### src/rtl/gcd_arbiter.sv
// gcd_arbiter: round-robin front end that shares one GCD engine among NUM_REQ
// requesters. It latches the winner's operands, drives the engine's valid/ready
// input, waits for the engine's one-cycle result pulse and returns the result
// tagged with the requester id. Operands with a == 0 are answered directly
// (gcd(0,b) = b) because the engine never completes them. A watchdog moves the
// block into a sticky HANG state if the engine stays silent for too long.
module gcd_arbiter #(
    parameter int NUM_REQ = 4,
    parameter int ID_W    = 2,
    parameter int TIMEOUT = 70000
) (
    input  logic                  clk,
    input  logic                  reset,
    input  logic [NUM_REQ-1:0]    req_valid,
    input  logic [NUM_REQ*32-1:0] req_data,
    output logic [NUM_REQ-1:0]    req_ready,
    output logic                  resp_valid,
    output logic [ID_W-1:0]       resp_id,
    output logic [15:0]           resp_data,
    input  logic                  resp_ready,
    output logic                  gcd_in_valid,
    output logic [31:0]           gcd_in_data,
    input  logic                  gcd_in_ready,
    input  logic                  gcd_out_valid,
    input  logic [15:0]           gcd_out_data,
    output logic                  err
);

    typedef enum logic [2:0] {
        S_IDLE,
        S_ISSUE,
        S_BUSY,
        S_RESP,
        S_HANG
    } state_t;

    localparam int               CNT_W    = 17;
    // Value of the BUSY counter in the last BUSY cycle allowed before HANG.
    localparam logic [CNT_W-1:0] CNT_LAST = CNT_W'(TIMEOUT - 1);

    state_t            r_state;
    state_t            w_next;
    logic [ID_W-1:0]   r_rr_ptr;
    logic [ID_W-1:0]   r_id;
    logic [31:0]       r_op;
    logic [15:0]       r_result;
    logic [CNT_W-1:0]  r_cnt;
    logic              r_err;

    logic              w_found;
    logic [ID_W-1:0]   w_winner;
    logic [ID_W:0]     w_sum;
    logic [31:0]       w_sel_data;

    // Round-robin search: first valid requester after the last winner, wrapping.
    always_comb begin
        // NOTE: every variable gets a default before any branch so no latch is inferred.
        w_found  = 1'b0;
        w_winner = '0;
        w_sum    = '0;
        for (int off = 1; off <= NUM_REQ; off++) begin
            w_sum = {1'b0, r_rr_ptr} + (ID_W+1)'(off);
            if (w_sum >= (ID_W+1)'(NUM_REQ)) begin
                w_sum = w_sum - (ID_W+1)'(NUM_REQ);
            end
            if (!w_found && req_valid[w_sum[ID_W-1:0]]) begin
                w_found  = 1'b1;
                w_winner = w_sum[ID_W-1:0];
            end
        end
    end

    // Operand mux selecting the winning requester's 32-bit word.
    always_comb begin
        w_sel_data = '0;
        for (int i = 0; i < NUM_REQ; i++) begin
            if (w_winner == ID_W'(i)) begin
                w_sel_data = req_data[32*i +: 32];
            end
        end
    end

    // State register.
    always_ff @(posedge clk or posedge reset) begin
        // NOTE: sequential state uses non-blocking assignments so all flops update together.
        if (reset) begin
            r_state <= S_IDLE;
        end else begin
            r_state <= w_next;
        end
    end

    // Next-state decode and handshake outputs.
    always_comb begin
        w_next       = r_state;
        req_ready    = '0;
        resp_valid   = 1'b0;
        gcd_in_valid = 1'b0;
        case (r_state)
            S_IDLE: begin
                if (w_found) begin
                    req_ready[w_winner] = 1'b1;
                    // a == 0 never finishes in the engine; answer it locally.
                    w_next = (w_sel_data[15:0] == 16'd0) ? S_RESP : S_ISSUE;
                end
            end
            S_ISSUE: begin
                gcd_in_valid = 1'b1;
                if (gcd_in_ready) begin
                    w_next = S_BUSY;
                end
            end
            S_BUSY: begin
                // A result pulse wins over a watchdog expiry in the same cycle.
                if (gcd_out_valid) begin
                    w_next = S_RESP;
                end else if (r_cnt == CNT_LAST) begin
                    w_next = S_HANG;
                end
            end
            S_RESP: begin
                resp_valid = 1'b1;
                if (resp_ready) begin
                    w_next = S_IDLE;
                end
            end
            S_HANG: begin
                w_next = S_HANG;
            end
            default: begin
                w_next = S_IDLE;
            end
        endcase
    end

    // Operand/result/id latches, round-robin pointer, watchdog counter and error flag.
    always_ff @(posedge clk or posedge reset) begin
        // NOTE: datapath registers are reset too, so resp_id/resp_data read 0 straight out of reset.
        if (reset) begin
            r_rr_ptr <= ID_W'(NUM_REQ - 1);
            r_id     <= '0;
            r_op     <= '0;
            r_result <= '0;
            r_cnt    <= '0;
            r_err    <= 1'b0;
        end else begin
            case (r_state)
                S_IDLE: begin
                    if (w_found) begin
                        r_op     <= w_sel_data;
                        r_id     <= w_winner;
                        r_rr_ptr <= w_winner;
                        if (w_sel_data[15:0] == 16'd0) begin
                            r_result <= w_sel_data[31:16];
                        end
                    end
                end
                S_ISSUE: begin
                    if (gcd_in_ready) begin
                        r_cnt <= '0;
                    end
                end
                S_BUSY: begin
                    if (gcd_out_valid) begin
                        r_result <= gcd_out_data;
                    end else if (r_cnt == CNT_LAST) begin
                        r_err <= 1'b1;
                    end else begin
                        r_cnt <= r_cnt + CNT_W'(1);
                    end
                end
                default: begin
                end
            endcase
        end
    end

    assign resp_id     = r_id;
    assign resp_data   = r_result;
    assign gcd_in_data = r_op;
    assign err         = r_err;

endmodule

### config.mk
export PLATFORM = sky130hd
export DESIGN_NAME = gcd_arbiter
export DESIGN_NICKNAME = d
export VERILOG_FILES = /design/src/rtl/gcd_arbiter.sv
export SDC_FILE = /design/constraint.sdc
export NUM_CORES = 1
export LEC_CHECK = 0
export CORE_UTILIZATION = 35
export CTS_CLUSTER_DIAMETER = 100
export DETAILED_ROUTE_END_ITERATION = 8
export PLACE_DENSITY = 0.7
export RECOVER_POWER = 25
export SYNTH_ARGS = -nofsm -noshare
export SYNTH_HDL_FRONTEND = slang
export SYNTH_SLANG_ARGS = --single-unit
### constraint.sdc
create_clock -name clk -period 3.7 [get_ports clk]
set_input_delay 0.74 -clock clk [delete_from_list [all_inputs] [get_ports clk]]
set_output_delay 0.74 -clock clk [all_outputs]
set_load 0.005 [all_outputs]
==> metrics.yaml <==
detailed_routing:
  num_vias: 4857
  drtIter0Drc: 301
  dr.pass1.iters: 4
  routed_wl_um: 16300
  ant_nets: 0
  drc: 0
  vias_per_cell: 5.17
  wl_per_cell_um: 17.3
yosys:
  synth_top_family_by_area: "simple AND/OR/NAND/NOR gates"
  syn-cell-area_sq_mm: 0.00452
  yosysUniqueCellTypes: 48
  yosys.area.top_type: "dfrtp_1"
  synth.most_common_cell: "nand2_1"
  synth-compound-area-share_pct: 14.5
  async_reset_ff_share_pct: 100
  synth_edf_count: 0
  synth_nets: 695
  synth_fa_ha_area_share_pct: 0.277
  yosys-mux-area-fraction_pct: 9.40
  synthCells: 541
  synth_top_area_share_pct: 39.3
  ys_top_cells_by_area: "dfrtp_1, nand2_1, mux4_1, mux4_2, a311o_1"
  synthSimpleGateAreaFrac_pct: 29.3
  synthFlopType: "dfrtp_1"
  ys_seq_area_share_pct: 40.4
  avgSynthCellArea_sq_um: 8.36
  synth_commonest_cells: "nand2_1, dfrtp_1, clkbuf_1, nor2_1, o21ai_0"
  synth_seq_cells: 73
  synth_xor_area_share_pct: 1.55
  ys_warn_count: 0
worst_hold_path:
  hp-class: "reg2reg"
  worstHoldStart: "gcd_in_data[29]"
placed_design:
  hpwlAfterDp_um: 12800
  routabilityCongestion: 0.836
  port_buffers: 209
  dp.cells: 915
  preCtsSetupSlack_ns: -0.397
layout:
  fin_nets: 917
  area_delta_synth_final_pct: 63.1
  drive_gt1_share_pct: 10.9
  layoutNonFillerInstCount: 940
  antenna_cells: 0
setup_path:
  cp.required_ns: 3.90
  r2r_setup_slack_ns: 0.58
  crit_path_start: "req_valid[2]"
  cp_max_fo: 17
  arrival_ns: 3.52
  start_kind: "input pin"
  setup.worst_path.class: "in2reg"
  end_kind: "flip-flop"
  r2r_start: "r_rr_ptr[0]"
power:
  p_leak_uw: 0.00311
  peakVddDrop_mv: 0.328
  power_density_mw_per_mm2: 686
clock_tree:
  cts.clk_slew.worst_paths_ns: 0.06
  cts_root_buffer: "clkbuf_16"
  clk_latency_ns: 0.32
  cts_tree: "built"
  ctsLongestPathBuffers: 2
  cts_inserted_buffers: 9
  cts-htree-levels: 3
  clock-sinks: 73
sta:
  fin_crit_sh_pct: 89.8
  max_freq_mhz: 301
  worst_slew_pin_slew_ns: 1.27
  finalSetupViolations: 0
  finClkSkew_ns: 0.00407
  finalHoldViolations: 0
  slew_headroom_pct: 15.4
  rsz0062_at_grt: "no"
  postLayoutSetupSlackWorst_ns: 0.378
  fin_crit_ns: 3.32
  drv_slew: 0
floorplanning:
  die_w_um: 116
  start_util_pct: 35.9
  core-area_sq_mm: 0.0126
  dieHeight_um: 116
  rows: 41
  io_pins: 210
  dieArea_sq_mm: 0.0134
grt:
  grt_antenna_before_repair: 0
  grt_max_degree: 43
  grt_pass1_vias: 4960
  grt.total_usage_pct: 25.4
  grt_first_pass_wirelength_um: 25800
  grt_overflow: 0
status:
  status: "finished clean"
flow_run:
  maxCapViolCount: 0
==> worst paths after layout <==
check / end / depth (start not counted)
max: resp_data[1] / 13
min: gcd_in_data[29] / 2
max reg2reg: resp_data[1] / 12
min reg2reg: gcd_in_data[29] / 2
max in group asynchronous: resp_data[10] / 3
min in group asynchronous: gcd_in_data[2] / 2
==> timing repair <==
action,4_1_cts,5_1_grt
pin swaps,0,4
hold buffers,0,0
setup endpoints to repair,18,19
setup buffers,5,4
cloned,0,0
resized for setup,2,11
==> area by class of cell <==
cell class,count,area [sq um]
Fill cell,1134,5240
Multi-Input combinational cell,421,2540
Timing Repair Buffer,249,2430
Sequential cell,73,1830
Clock buffer,11,253
Tap cell,172,215
Clock inverter,5,77.6
Inverter,9,33.8
==> state kept, by name, indices dropped and copies added, names as in the netlist <==
signal / cells
resp_id: 2
r_rr_ptr: 2
r_state: 3
gcd_in_data: 32
r_cnt: 17
resp_data: 16
err: 1
==> layout by cell type (no fill, tap or decap), types with 6 or more instances in the layout <==
cell             netlist  layout
a211oi_1              16      16
a21oi_1                9       9
a311o_1               16      16
a31oi_1               16      16
and2_1                18      18
buf_4                  0      36
clkbuf_16              0       9
clkdlybuf4s50_1        0     203
dfrtp_1               71      71
inv_1                  9       9
mux4_1                 7       7
mux4_2                 8       8
nand2_1              190     190
nand3_1                7       7
nor2_1                26      26
nor3_1                22      21
o21ai_0               26      25
or3_1                  6       6
xnor2_1                7       7
==> stage by stage <==
stage / setup TNS, ns / power (uW) / hold WS (ns) / cell area (sq um) / utilization, %
floorplan: 0 / 2700 / 0.459 / 4520 / -
global placement: -4.06 / 3950 / 0.453 / 6950 / 55.1
detailed placement: -6.43 / 4020 / 0.464 / 6950 / 55.1
CTS: 0 / 5040 / 0.478 / 7330 / 58.1
global route: 0 / 5430 / 0.495 / 7380 / 58.5
finish: 0 / 5060 / 0.474 / 7380 / 58.5
==> power breakdown <==
group | total (uW) | leakage [uW] | switching (uW) | internal, uW
Sequential | 1360 | 0.000919 | 242 | 1120
Clock | 949 | 0.000162 | 325 | 624
Combinational | 2750 | 0.00203 | 1330 | 1420
Total | 5060 | 0.00311 | 1900 | 3160
==> logic make-up (layout without fill, tap and decap cells) <==
| logic type | Yosys count | count (layout) |
|---|---|---|
| compound gates | 93 | 93 |
| flops | 73 | 73 |
| fa+ha+maj | 1 | 1 |
| buf+inv | 47 | 274 |
| simple gates | 298 | 298 |
| mux | 21 | 21 |
| xor+xnor | 8 | 8 |
==> worst max-delay path: stages <==
cell and delay [ns]:
dlymetal6s2s_1 0.17, buf_4 0.17, nor2b_1 0.16, o21ai_2 0.10, o311ai_4 0.08, buf_4 0.17
buf_4 0.11, mux4_1 0.59, nor4_2 0.31, nand3_2 0.12, or2_4 0.28, buf_12 0.15
a311o_1 0.36
==> layer usage <==
| layer | wire length [um] | global-route usage (%) |
|---|---|---|
| met1 | 6390 | 29.0 |
| met2 | 8610 | 47.1 |
| met3 | 911 | 5.70 |
| met4 | 396 | 7.78 |
| met5 | 0 | 0 |
(Power assumes the default switching activity.)
